<file path="src/rtl/rf_dump_reader.sv">
// Debug walker over the register file read port, streaming {idx,data} entries.
// Optional RF_DUMP_CHANGED_ONLY_EN: emit only registers changed since last dump.
module rf_dump_reader #(
  parameter int unsigned FIRST_REG = 0,
  parameter int unsigned LAST_REG  = 31
) (
  input  logic        clk,
  input  logic        rst,
  input  logic        start,
  output logic        busy,
  output logic        done,
  output logic [4:0]  reg_sel,
  input  logic [31:0] reg_data,
  output logic        out_valid,
  input  logic        out_ready,
  output logic [4:0]  out_idx,
  output logic [31:0] out_data
);

  typedef enum logic [1:0] {
    IDLE,
    READ,
    SEND,
    DONE
  } state_e;

  localparam logic [4:0] FIRST = FIRST_REG[4:0];
  localparam logic [4:0] LAST  = LAST_REG[4:0];

  state_e      state_q, state_d;
  logic [4:0]  idx_q, idx_d;
  logic [4:0]  sel_q, sel_d;
  logic        vld_q, vld_d;
  logic [4:0]  oidx_q, oidx_d;
  logic [31:0] odata_q, odata_d;
  logic        skip;
  logic [4:0]  idx_nx;

  assign idx_nx = idx_q + 5'd1;

`ifdef RF_DUMP_CHANGED_ONLY_EN
  // Mirror of the last value handed to the consumer for each register.
  logic [31:0] shadow_q [32];

  assign skip = (reg_data == shadow_q[idx_q]);

  always_ff @(posedge clk) begin
    if (rst) begin
      for (int i = 0; i < 32; i++) begin
        shadow_q[i] <= '0;
      end
    end else if (state_q == SEND && out_ready) begin
      shadow_q[oidx_q] <= odata_q;
    end
  end
`else
  assign skip = 1'b0;
`endif

  always_ff @(posedge clk) begin
    if (rst) begin
      state_q <= IDLE;
      idx_q   <= '0;
      sel_q   <= '0;
      vld_q   <= 1'b0;
      oidx_q  <= '0;
      odata_q <= '0;
    end else begin
      state_q <= state_d;
      idx_q   <= idx_d;
      sel_q   <= sel_d;
      vld_q   <= vld_d;
      oidx_q  <= oidx_d;
      odata_q <= odata_d;
    end
  end

  always_comb begin
    state_d = state_q;
    idx_d   = idx_q;
    sel_d   = sel_q;
    vld_d   = vld_q;
    oidx_d  = oidx_q;
    odata_d = odata_q;
    unique case (state_q)
      IDLE: begin
        if (start) begin
          idx_d   = FIRST;
          sel_d   = FIRST;
          state_d = READ;
        end
      end
      READ: begin
        if (skip) begin
          if (idx_q == LAST) begin
            state_d = DONE;
          end else begin
            idx_d = idx_nx;
            sel_d = idx_nx;
          end
        end else begin
          odata_d = reg_data;
          oidx_d  = idx_q;
          vld_d   = 1'b1;
          state_d = SEND;
        end
      end
      SEND: begin
        if (out_ready) begin
          vld_d = 1'b0;
          if (idx_q == LAST) begin
            state_d = DONE;
          end else begin
            idx_d   = idx_nx;
            sel_d   = idx_nx;
            state_d = READ;
          end
        end
      end
      DONE: begin
        state_d = IDLE;
      end
      default: begin
        state_d = IDLE;
      end
    endcase
  end

  assign busy      = (state_q != IDLE);
  assign done      = (state_q == DONE);
  assign reg_sel   = sel_q;
  assign out_valid = vld_q;
  assign out_idx   = oidx_q;
  assign out_data  = odata_q;

endmodule

</file>
<file path="config.mk">
export PLATFORM = sky130hd
export DESIGN_NAME = rf_dump_reader
export DESIGN_NICKNAME = d
export VERILOG_FILES = /design/src/rtl/rf_dump_reader.sv
export SDC_FILE = /design/constraint.sdc
export NUM_CORES = 1
export LEC_CHECK = 0
export ABC_CLOCK_PERIOD_IN_PS = 2020
export BUFFER_PORTS_ARGS = -buffer_cell sky130_fd_sc_hd__buf_2
export CORE_AREA = 2 2 65 67
export DETAILED_ROUTE_END_ITERATION = 12
export DIE_AREA = 0 0 67 69
export GPL_TIMING_DRIVEN = 0
export PLACE_DENSITY = 0.74
export SETUP_SLACK_MARGIN = 0.5
export SLEW_MARGIN = 15
export SYNTH_ARGS = -nofsm -noshare
export SYNTH_HDL_FRONTEND = slang
export SYNTH_SLANG_ARGS = --single-unit
</file>
<file path="constraint.sdc">
create_clock -name clk -period 2.02 [get_ports clk]
set_input_delay 0.404 -clock clk [delete_from_list [all_inputs] [get_ports clk]]
set_output_delay 0.404 -clock clk [all_outputs]
set_load 0.02 [all_outputs]
</file>
; Word level (Yosys, flattened, before mapping)
; Cells that the tools add are included.
[totals]
regBits = 45
input_bits = 36
word_cells = 30
[classes]
mux = 10
n_eq_ne = 7
n_reduce_logical = 7
addsub = 1
[op_table]
columns = operator, n
row1 = 5-bit two-way mux, 3
row2 = 5-bit one-hot mux with 2 select lines, 1
row3 = 2-bit one-hot mux with 4 select lines, 1
row4 = 2-bit two-way mux, 3
row5 = "2-bit != test, second input constant", 3
row6 = 2-bit nonzero test, 3
row7 = "5-bit by 1-bit adder with 5-bit output, second input constant", 1
row8 = "5-bit equality test, second input constant", 1
row9 = "2-bit equality test, second input constant", 2
row10 = 2-bit AND reduction, 2
row11 = 4-bit AND reduction, 1
row12 = "2-bit by 1-bit equality test with 1-bit output, second input constant", 1
row13 = 2-bit zero test, 1
row14 = 1-bit one-hot mux with 2 select lines, 1
row15 = 1-bit two-way mux, 1

; Longest topological paths before layout
; Gate-level depths: netlist (run 1).
[logic_depth]
word_depth = 4
mapped_depth = 6
depth_no_buf = 6

; Worst setup path before layout (run 1)
; OpenSTA, ideal clock, no wires.
[synth_path]
path_type = register to register
start = register reg_sel[0] (netlist name)
end = register sel_q[3], in the netlist reg_sel[3]
synth_period_minus_slack_ns = 1.800
stages_incl_launch_ff = 7
slack_ns = 0.220
setup_ns = 0.088
required_ns = 1.932
arrival_time_ns = 1.712
path_cell_list = dfxtp_1 -> ha_1 -> and3_1 -> ha_1 -> and4bb_4 -> a41oi_1 -> a311oi_2
[synth_rtl]
columns = item, line
row1 = end signal: assignment, 71  ; sel_q <= sel_d;
row2 = end: declaration, 32  ; logic [4:0] sel_q, sel_d;

==> metrics.md, run 1 <==
| Metric | Value |
|---|---|
| Final period demand of the worst path | 1.57 ns |
| Top-area cell type share of the netlist area | 0.533 |
| Number of antenna violations at the first check in global routing | 0 |
| Sequential share of power | 0.536 |
| Cell-by-cell trace of the critical path | ha_4, and3_4, ha_4, and4bb_4, a21oi_1, a311oi_1 |
| Post-route clock period utilization | 0.779 |
| Core area | 3910 um2 |
| Final wirelength | 4090 um |
| Status | completed |
| Max Slew Vio Count | 0 |
| Post-route design area | 2350 um2 |
| # H-tree levels | 2 |
| Synth unique cells | 27 |
| Cell Pwr Density | 747 nW/um2 |
| Wire length of the first global-routing pass | 6620 um |
| Net total in the final layout | 336 |
| Synth top cells by count | sky130_fd_sc_hd__nand2_1, sky130_fd_sc_hd__dfxtp_1, sky130_fd_sc_hd__a21oi_1 |
| Cell area after synthesis | 1690 um2 |
| Syn. warnings | 0 |
| Maximum clock rate | 635 MHz |
| Register area share after synthesis | 0.533 |
| Critical path arrival | 1.79 ns |
| Combinational share of power | 0.154 |
| Hpwl dp | 2920 um |
| Fraction of synthesis flops using an asynchronous set or reset pin | 0 |
| Clock group share of total power | 0.310 |
| # diodes | 0 |
| Synth Area per Inst | 8.21 um2 |
| Count of routing violations after the opening detailed-route iteration | 54 |
| Worst slew slack as a fraction of its limit | 0.673 |
| Layout cell share with drive strength beyond 1 | 0.381 |
| Number of global-route vias before repair | 1524 |
| Total leakage power | 0.00106 uW |
| CP Capture Type | flop |
| Tightest Pin Transition | 0.490 ns |
| Synth Register Bits | 45 |
| Worst path buffer plus inverter count | 0 |
| Path type of the worst setup path | reg -> reg |
| Sw Pwr | 480 uW |
| Number of port buffers | 79 |
| CP top delay family | simple AND/OR/NAND/NOR gates |
| Clock network latency to the later pin of the worst-skew pair | 0.30 ns |
| Max clock buf depth | 2 |
| Commonest register cell after synthesis | sky130_fd_sc_hd__dfxtp_1 |
| Router iterations before antenna repair | 4 |
| Count of filler cells inserted in the layout | 377 |
| Row cnt | 23 |
| Final count of hold timing violations | 0 |
| Leading cell types by total area after synthesis | sky130_fd_sc_hd__dfxtp_1, sky130_fd_sc_hd__nand2_1, sky130_fd_sc_hd__a21oi_1 |
| CTS tree | built |
| Total of hold buffers inserted after clock tree synthesis | 0 |
| Height of the die | 69 um |
| Worst endpoint required time | 2.23 ns |
| Internal Dissipation | 1280 uW |
| Pin count of the biggest net entering global routing | 15 |
| Area Growth Syn to Fin | 39.0% |
| Largest clock skew in the final design | 0.00526 ns |
| Crit-path max cell delay | 0.36 ns |
| Synthesized netlist net count | 244 |
| Slowest CP cell | sky130_fd_sc_hd__dfxtp_4 |
| Wire length per cell | 11.7 um |
| Total of endpoints with negative setup slack in the final report | 0 |
| Post-DP Area | 2190 um2 |
| Maximum fanout along the worst path | 5 |
| Clk root buf | sky130_fd_sc_hd__clkbuf_8 |
| Highest ir drop seen on vdd | 0.500 mV |
| CTS clk-pin slew, worst paths | 0.08 ns |
| Die width | 67 um |
| Count of boundary I/O pins | 81 |
| DRC violation count after routing | 0 |
| Final antenna-violating net count | 0 |
| Gate count after technology mapping | 206 |
| Die area | 4620 um2 |
| Classification of the worst-slack hold path | in -> reg |
| Most frequent cell on the critical path | sky130_fd_sc_hd__ha_4 |
| Via count | 1655 |
| Switching part of the total power | 0.273 |
| Most frequently used cell type in the post-synthesis netlist | sky130_fd_sc_hd__nand2_1 |
| Global router's overall resource usage | 0.180 |
| Aggregate negative setup slack | 0 ns |
| Number of synthesized flops with an enable pin | 0 |
| Initial Utilization | 0.432 |
| GRT overflow | 0 |
| TritonCTS buffer count | 5 |
| Via-per-instance ratio | 4.74 |
| Setup repair after global routing missed its margin | yes |
| Max capacitance violation total | 0 |
| Clk sink count | 45 |
| Leading area contributor after synthesis | sky130_fd_sc_hd__dfxtp_1 |
| Startpoint class of the critical path | flop |
| RD Place Congestion | 0.756 |
placed cells by master, fill, tap and decap left out, drive strengths merged:
cell / synthesis / routed
a211oi: 1 / 1
a311oi: 2 / 2
inv: 1 / 2
o21ai: 1 / 1
a21oi: 42 / 42
and2b: 1 / 1
buf: 9 / 94
and3: 1 / 1
clkbuf: 6 / 12
nor2: 1 / 1
or2: 1 / 1
and4bb: 1 / 1
nand4bb: 1 / 1
nand2b: 3 / 3
a41oi: 1 / 1
dfxtp: 45 / 45
nand4b: 2 / 2
nor2b: 1 / 1
and2: 1 / 1
mux2i: 1 / 1
ha: 2 / 2
nor3: 1 / 1
clkinvlp: 0 / 1
nand2: 76 / 76
nand3: 4 / 4
or3b: 1 / 1
cell families (layout without fill, tap and decap cells):
family	Yosys count	in the layout	share of synthesized area
and+or+nand+nor	95	95	0.248
AOI/OAI and AO/OA	47	47	0.151
DFF	45	45	0.533
buffers and inverters	16	109	0.0481
adders and majority gates	2	2	0.0148
muxes	1	1	0.00592
power by group through the flow:
stage	Sequential [uW]	Combinational (uW)	Clock [uW]
2_1_floorplan	1010	114	0
3_3_place_gp	961	256	0
3_5_place_dp	962	258	0
4_1_cts	941	267	565
5_1_grt	945	299	604
6_report	941	270	544
stage by stage:
stage | util | instances | hold WS (ns) | power (uW) | setup WS, ns
detailed placement | 0.561 | 335 | 0.444 | 1220 | 0.452
global placement | 0.561 | 335 | 0.439 | 1220 | 0.461
CTS | 0.593 | 346 | 0.324 | 1770 | 0.466
global route | 0.601 | 349 | 0.330 | 1850 | 0.387
floorplan | - | 206 | 0.500 | 1120 | 0.494
finish | 0.601 | 349 | 0.336 | 1760 | 0.446
worst reg2reg max path, stage by stage, from the launching register on:
cell                       delay [ns]
sky130_fd_sc_hd__dfxtp_4         0.36
sky130_fd_sc_hd__ha_4            0.15
sky130_fd_sc_hd__and3_4          0.18
sky130_fd_sc_hd__ha_4            0.15
sky130_fd_sc_hd__and4bb_4        0.34
sky130_fd_sc_hd__a21oi_1         0.08
sky130_fd_sc_hd__a311oi_1        0.23
registers in the layout, summed over array words and instances (netlist names):
| name | cells |
|---|---|
| state_q | 2 |
| out_idx | 5 |
| out_data | 32 |
| reg_sel | 5 |
| out_valid | 1 |
cell type report:
class,count,area (um2),area share
Timing Repair Buffer,85,447,0.190
Sequential cell,45,911,0.387
Multi-Input combinational cell,145,753,0.320
Clock inverter,2,13.8,0.00585
Buffer,15,87.6,0.0373
Inverter,1,3.75,0.00160
Tap cell,50,62.6,0.0266
Clock buffer,6,72.6,0.0309
what timing repair did:
action                                  CTS  global route
gates resized for setup                   6             3
endpoints found under the setup margin    5             6
pin swaps                                 0             4
buffers inserted                          3             3
worst paths after layout:
kind              depth (start not counted)  slack, ns                         to                startpoint
setup / recovery                          6       0.45    reg_sel[2]$_SDFFE_PP0P_   reg_sel[1]$_SDFFE_PP0P_
hold / removal                            3       0.34  out_data[14]$_SDFFE_PP0P_              reg_data[14]
setup reg to reg                          6       0.45    reg_sel[2]$_SDFFE_PP0P_   reg_sel[1]$_SDFFE_PP0P_
hold reg to reg                           2       0.45   out_data[3]$_SDFFE_PP0P_  out_data[3]$_SDFFE_PP0P_
metal layers:
layer | vias to the layer above | global-route usage | routed length [um]
met2 | 64 | 0.295 | 1900
met3 | 3 | 0.0669 | 363
li1 | 860 | - | -
met1 | 728 | 0.221 | 1790
met4 | 0 | 0.0408 | 33
met5 | - | 0 | 0
No activity file was read; power rests on OpenSTA's default activity.
==> inputs of run 2 (changes only) <==
ABC_CLOCK_PERIOD_IN_PS = 1600   (was 2020)
clock period = 1.6 ns   (was 2.02 ns; I/O delays follow)
==> metrics.md, run 2 (synthesized netlist as in run 1, its figures left out) <==
| Metric | Value |
|---|---|
| Via-per-instance ratio | 5.24 (+10%) |
| Tightest Pin Transition | 0.741 ns (+0.250 ns) |
| Number of antenna violations at the first check in global routing | 0 (unchanged) |
| Violated checks | negative setup slack |
| Number of port buffers | 79 (unchanged) |
| Internal reg-to-reg setup slack | -0.02 ns (-0.46 ns) |
| Final period demand of the worst path | 1.62 ns (+0.0424 ns) |
| Number of global-route vias before repair | 1663 (+9.1%) |
| # diodes | 0 (unchanged) |
| Initial Utilization | 0.432 (unchanged) |
| # H-tree levels | 2 (unchanged) |
| Post-route design area | 3200 um2 (+36%) |
| Global router's overall resource usage | 0.206 (+0.0261) |
| Setup crit end | reg_sel[2]$_SDFFE_PP0P_ |
| Clock network latency to the later pin of the worst-skew pair | 0.30 ns (about the same) |
| Most common cell after layout, fill and taps aside | sky130_fd_sc_hd__buf_6 |
| Path type of the worst setup path | reg -> reg |
| Area Growth Syn to Fin | 89.3% |
| Router iterations before antenna repair | 4 (unchanged) |
| Most frequent cell on the critical path | sky130_fd_sc_hd__ha_4 |
| Final count of hold timing violations | 0 (unchanged) |
| Cell Pwr Density | 774 nW/um2 (+3.7%) |
| Total of hold buffers inserted after clock tree synthesis | 0 (unchanged) |
| Count of routing violations after the opening detailed-route iteration | 110 (+100%) |
| Worst endpoint required time | 1.79 ns (-0.44 ns) |
| Max capacitance violation total | 0 (unchanged) |
| Startpoint of the lowest-slack hold path | reg_data[9] |
| Maximum clock rate | 619 MHz (-2.6%) |
| Start of the worst register-to-register path | reg_sel[1]$_SDFFE_PP0P_ |
| Cell-by-cell trace of the critical path | ha_4, and3_4, ha_4, and4bb_4, a21oi_1, a311oi_1 |
| Largest register FFs | 32 (unchanged) |
| Critical path arrival | 1.80 ns (about the same) |
| TritonCTS buffer count | 5 (unchanged) |
| Crit-path max cell delay | 0.37 ns (about the same) |
| Layout cell share with drive strength beyond 1 | 0.751 (+0.370) |
| Post-route clock period utilization | 1.01 (+0.231) |
| Max clock buf depth | 2 (unchanged) |
| CP Capture Type | flop |
| DRC violation count after routing | 0 (unchanged) |
| Total leakage power | 0.00138 uW (+31%) |
| Number of cells on the worst reg-to-reg path | 6 (unchanged) |
| Highest ir drop seen on vdd | 0.659 mV (+32%) |
| Number of non-filler instances in the completed layout | 363 (+4.0%) |
| Worst path buffer plus inverter count | 0 (unchanged) |
| Net total in the final layout | 350 (+4.2%) |
| Maximum fanout along the worst path | 5 (unchanged) |
| Height of the die | 69 um (unchanged) |
| GRT overflow | 0 (unchanged) |
| Hpwl dp | 2920 um (-0.22%) |
| Largest clock skew in the final design | 0.00767 ns (+0.00241 ns) |
| Stages on the worst setup path | 6 (unchanged) |
| Startpoint class of the critical path | flop |
| Worst slew slack as a fraction of its limit | 0.506 (-0.167) |
| Via count | 1902 (+15%) |
| Final antenna-violating net count | 0 (unchanged) |
| Core area | 3910 um2 (unchanged) |
| DP Cell Count | 335 (unchanged) |
| Status | complete, but fails checks |
| Count of boundary I/O pins | 81 (unchanged) |
| CTS clk-pin slew, worst paths | 0.08 ns (about the same) |
| Slowest CP cell | sky130_fd_sc_hd__dfxtp_4 |
| Commonest cells after routing, fill and taps aside | sky130_fd_sc_hd__buf_6, sky130_fd_sc_hd__nand2_1, sky130_fd_sc_hd__dfxtp_2 |
| Max Slew Vio Count | 0 (unchanged) |
| Die area | 4620 um2 (unchanged) |
| Pin count of the biggest net entering global routing | 14 (-1) |
| Clk root buf | sky130_fd_sc_hd__clkbuf_8 |
| Wire length of the first global-routing pass | 7470 um (+13%) |
| Startpoint of the worst setup timing path | reg_sel[1]$_SDFFE_PP0P_ |
| Setup repair after global routing missed its margin | yes |
| Clk sink count | 45 (unchanged) |
| Pwr Total | 2480 uW (+41%) |
| Total of endpoints with negative setup slack in the final report | 1 (+1) |
| Critical R2R Capture | reg_sel[2]$_SDFFE_PP0P_ |
| Aggregate negative setup slack | -0.0164 ns (-0.0164 ns) |
| Row cnt | 23 (unchanged) |
| Classification of the worst-slack hold path | in -> reg |
| Wire length per cell | 16.5 um (+41%) |
| Final wirelength | 6000 um (+47%) |
| CTS tree | built |
| Post-DP Area | 2220 um2 (+1.3%) |
| CP top delay family | simple AND/OR/NAND/NOR gates |
| RD Place Congestion | 0.785 (+3.8%) |
| Die width | 67 um (unchanged) |
| Slack of the critical path | -0.0164 ns (-0.462 ns) |
run 2: cell types whose count changed in the layout (fill, tap and decap cells not counted), moves of 32 or more:
cell	change
sky130_fd_sc_hd__buf_6	+51
sky130_fd_sc_hd__dfxtp_1	-40
sky130_fd_sc_hd__nand2_1	-32
sky130_fd_sc_hd__buf_2	-47
sky130_fd_sc_hd__dfxtp_2	+38
run 2: worst min-delay path by stage:
stage	endpoint	depth (start not counted)
final	out_data[9]$_SDFFE_PP0P_	3
after CTS	out_data[7]$_SDFFE_PP0P_	3
after floorplan	out_valid$_SDFFE_PP0P_	1
after global routing	out_data[23]$_SDFFE_PP0P_	3
after global placement	out_data[10]$_SDFFE_PP0P_	2
after detailed placement	out_data[14]$_SDFFE_PP0P_	2
run 2: final cells by class:
type,instances,area (um2)
clock buffer,6,72.6
fill,221,712
clock inverter,2,10.0
inverter,1,3.75
sequential,45,966
timing repair buffer,99,897
tap,50,62.6
buffer,15,140
multi-input combinational,145,1050
run 2: through the flow:
step / util / setup slack [ns] / hold WS [ns]
6_report: 0.818 / -0.0164 / 0.244
5_1_grt: 0.818 / -0.0929 / 0.237
4_1_cts: 0.680 / 0.0767 / 0.243
3_3_place_gp: 0.568 / 0.0434 / 0.439
2_1_floorplan: - / 0.0747 / 0.416
3_5_place_dp: 0.568 / 0.0446 / 0.444
run 2: routing by layer:
| metal | track usage | up-vias | share of wire |
|---|---|---|---|
| met5 | 0 | - | 0 |
| met4 | 0.0590 | 0 | 0.024 |
| met3 | 0.0620 | 15 | 0.065 |
| met2 | 0.339 | 88 | 0.52 |
| met1 | 0.256 | 907 | 0.39 |
| li1 | - | 892 | - |
run 2: repair_timing:
item	in CTS	in global routing
gates cloned	3	1
gates resized for setup	82	156
setup endpoints to repair	89	89
pin swaps	6	7
setup buffers	11	5
run 2: report_power, final:
part	internal, uW	switching, uW	total (uW)	leakage [uW]
combinational	286	300	585	0.000950
sequential	1170	36.5	1210	0.000387
clock	303	383	686	0.0000450
total	1760	719	2480	0.00138
run 2: tightest hold or removal path, cell delays in order:
cell and delay [ns]:
sky130_fd_sc_hd__buf_2 0.10, sky130_fd_sc_hd__nand2_2 0.05, sky130_fd_sc_hd__a21oi_2 0.04
==> inputs of run 3 (changes only) <==
ABC_CLOCK_PERIOD_IN_PS = 1300   (was 1600)
CORE_AREA = 2 2 68 70   (was 2 2 65 67)
DIE_AREA = 0 0 70 72   (was 0 0 67 69)
PLACE_DENSITY = 0.71   (was 0.74)
SETUP_SLACK_MARGIN = 0.4   (was 0.5)
clock period = 1.3 ns   (was 1.6 ns; I/O delays follow)
==> metrics.md, run 3 (synthesized netlist as in run 1, its figures left out) <==
| Metric | Value |
|---|---|
| Status | complete, but fails checks |
| Violated checks | negative setup slack |
| Row cnt | 24 (+4.3%) |
| Internal reg-to-reg setup slack | -0.28 ns (-0.26 ns) |
| Number of cells on the worst reg-to-reg path | 6 (unchanged) |
| Setup repair after global routing missed its margin | yes |
| Setup crit end | reg_sel[2]$_SDFFE_PP0P_ |
| Combinational share of power | 0.236 (about the same) |
| Final period demand of the worst path | 1.58 ns (-0.0384 ns) |
| Classification of the worst-slack hold path | in -> reg |
| Slowest CP cell | sky130_fd_sc_hd__dfxtp_4 |
| Most frequent cell on the critical path | sky130_fd_sc_hd__ha_4 |
| Pin count of the biggest net entering global routing | 16 (+2) |
| Global router's overall resource usage | 0.206 (+0.000246) |
| Sequential share of power | 0.444 (-0.043) |
| Cell-by-cell trace of the critical path | ha_4, and3_4, ha_4, and4bb_4, a21oi_1, a311oi_1 |
| Worst slew slack as a fraction of its limit | 0.512 (+0.00528) |
| Final core utilization | 0.803 (-0.0147) |
| DRC violation count after routing | 0 (unchanged) |
| Via-per-instance ratio | 5.17 (-1.3%) |
| Commonest cells after routing, fill and taps aside | sky130_fd_sc_hd__buf_6, sky130_fd_sc_hd__dfxtp_2, sky130_fd_sc_hd__nand2_1 |
| Max capacitance violation total | 0 (unchanged) |
| # H-tree levels | 2 (unchanged) |
| Number of global-route vias before repair | 1829 (+10%) |
| CTS tree | built |
| Largest clock skew in the final design | 0.00587 ns (-0.00180 ns) |
| Clk root buf | sky130_fd_sc_hd__clkbuf_8 |
| Final count of hold timing violations | 0 (unchanged) |
| Router iterations before antenna repair | 4 (unchanged) |
| Initial Utilization | 0.397 (-0.0355) |
| Area Growth Syn to Fin | 103% |
| Worst endpoint required time | 1.50 ns (-0.29 ns) |
| Hpwl dp | 2940 um (+0.84%) |
| Post-route clock period utilization | 1.21 (+0.204) |
| Height of the die | 72 um (+4.3%) |
| Die area | 5040 um2 (+9.0%) |
| CP Capture Type | flop |
| GRT overflow | 0 (unchanged) |
| Largest register FFs | 32 (unchanged) |
| Count of routing violations after the opening detailed-route iteration | 52 (-53%) |
| Wire length per cell | 15.9 um (-3.7%) |
| Critical path arrival | 1.78 ns (-0.02 ns) |
| Number of antenna violations at the first check in global routing | 0 (unchanged) |
| Max Slew Vio Count | 0 (unchanged) |
| Total of endpoints with negative setup slack in the final report | 7 (+6) |
| Maximum clock rate | 634 MHz (+2.4%) |
| Count of filler cells inserted in the layout | 254 (+15%) |
| Via count | 1924 (+1.2%) |
| Startpoint of the worst setup timing path | reg_sel[0]$_SDFFE_PP0P_ |
| TritonCTS buffer count | 5 (unchanged) |
| Net total in the final layout | 357 (+2.0%) |
| # diodes | 0 (unchanged) |
| RD Place Congestion | 0.768 (-2.1%) |
| Crit-path max cell delay | 0.37 ns (about the same) |
| Die width | 70 um (+4.5%) |
| Start of the worst register-to-register path | reg_sel[0]$_SDFFE_PP0P_ |
| Count of boundary I/O pins | 81 (unchanged) |
| Most common cell after layout, fill and taps aside | sky130_fd_sc_hd__buf_6 |
| Path type of the worst setup path | reg -> reg |
| Highest ir drop seen on vdd | 0.811 mV (+23%) |
| Aggregate negative setup slack | -1.24 ns (-1.23 ns) |
| Total of hold buffers inserted after clock tree synthesis | 0 (unchanged) |
| Tightest Pin Transition | 0.733 ns (-0.00791 ns) |
| Max clock buf depth | 2 (unchanged) |
| Sw Pwr | 945 uW (+31%) |
| CTS clk-pin slew, worst paths | 0.09 ns (about the same) |
| Wire length of the first global-routing pass | 8410 um (+13%) |
| Startpoint class of the critical path | flop |
| Number of port buffers | 79 (unchanged) |
| Internal Dissipation | 2410 uW (+37%) |
| Switching part of the total power | 0.282 (-0.00786) |
| Layout cell share with drive strength beyond 1 | 0.794 (+0.0430) |
| Slack of the critical path | -0.278 ns (-0.262 ns) |
| Core area | 4260 um2 (+9.0%) |
| Final wirelength | 5920 um (-1.3%) |
| Clock group share of total power | 0.319 (+0.042) |
| Cell Pwr Density | 978 nW/um2 (+26%) |
| Final antenna-violating net count | 0 (unchanged) |
| Critical R2R Capture | reg_sel[2]$_SDFFE_PP0P_ |
| Total leakage power | 0.00158 uW (+15%) |
| Clock network latency to the later pin of the worst-skew pair | 0.30 ns (about the same) |
| Clk sink count | 45 (unchanged) |
| Maximum fanout along the worst path | 5 (unchanged) |
[run 3: layout make-up]
class | instances | area (um2) | share of cell area
clock buffers | 5 | 68.8 | 0.0201
flip-flops and latches | 45 | 965 | 0.282
clock inverters | 3 | 46.3 | 0.0135
plain buffers | 15 | 155 | 0.0453
multi-input cells | 145 | 1170 | 0.342
repair buffers | 106 | 951 | 0.278
inverters | 1 | 3.75 | 0.00110
well taps | 52 | 65.1 | 0.0190
[run 3: metal layers]
metal  track usage  vias up  routed length [um]
met1         0.238      924                2300
li1              -      909                   -
met3        0.0597        9                 367
met2         0.380       82                3200
met4        0.0449        0                  55
met5             0        -                   0
[run 3: worst min path at each step]
stage,from,endpoint,slack [ns],cells past startpoint
after floorplan,out_ready,out_valid$_SDFFE_PP0P_,0.36,1
after global placement,out_data[24]$_SDFFE_PP0P_,out_data[24]$_SDFFE_PP0P_,0.44,2
after detailed placement,out_data[29]$_SDFFE_PP0P_,out_data[29]$_SDFFE_PP0P_,0.44,2
after CTS,reg_data[22],out_data[22]$_SDFFE_PP0P_,0.17,3
after global routing,reg_data[16],out_data[16]$_SDFFE_PP0P_,0.18,3
final,reg_data[7],out_data[7]$_SDFFE_PP0P_,0.20,3
[run 3: per-stage QoR]
stage | total power [uW] | hold slack [ns] | area, um2 | setup slack [ns] | instances
final | 3350 | 0.196 | 3430 | -0.278 | 372
after global routing | 3470 | 0.179 | 3430 | -0.342 | 372
after CTS | 3210 | 0.173 | 3010 | -0.259 | 358
after detailed placement | 1920 | 0.443 | 2250 | -0.260 | 337
after global placement | 1920 | 0.436 | 2250 | -0.267 | 337
after floorplan | 1770 | 0.356 | 1790 | -0.225 | 206
[run 3: worst max-delay path: cells and delay by family (launching register included)]
kind,cells,cell delay [ns]
compound gates,2,0.29
fa+ha+maj,2,0.31
flops,1,0.37
simple gates,2,0.52
[run 3: repair_timing]
action / CTS / global route
gates cloned: 3 / 1
endpoints found under the hold margin: 0 / 0
setup endpoints to repair: 89 / 89
setup buffers: 10 / 13
pin swaps: 3 / 50
resized for setup: 198 / 67
[run 3: power groups by stage]
stage	sequential [uW]	combinational [uW]	clock (uW)
2_1_floorplan	1570	200	0
3_3_place_gp	1490	423	0
3_5_place_dp	1500	427	0
4_1_cts	1480	637	1090
5_1_grt	1500	835	1140
6_report	1490	792	1070
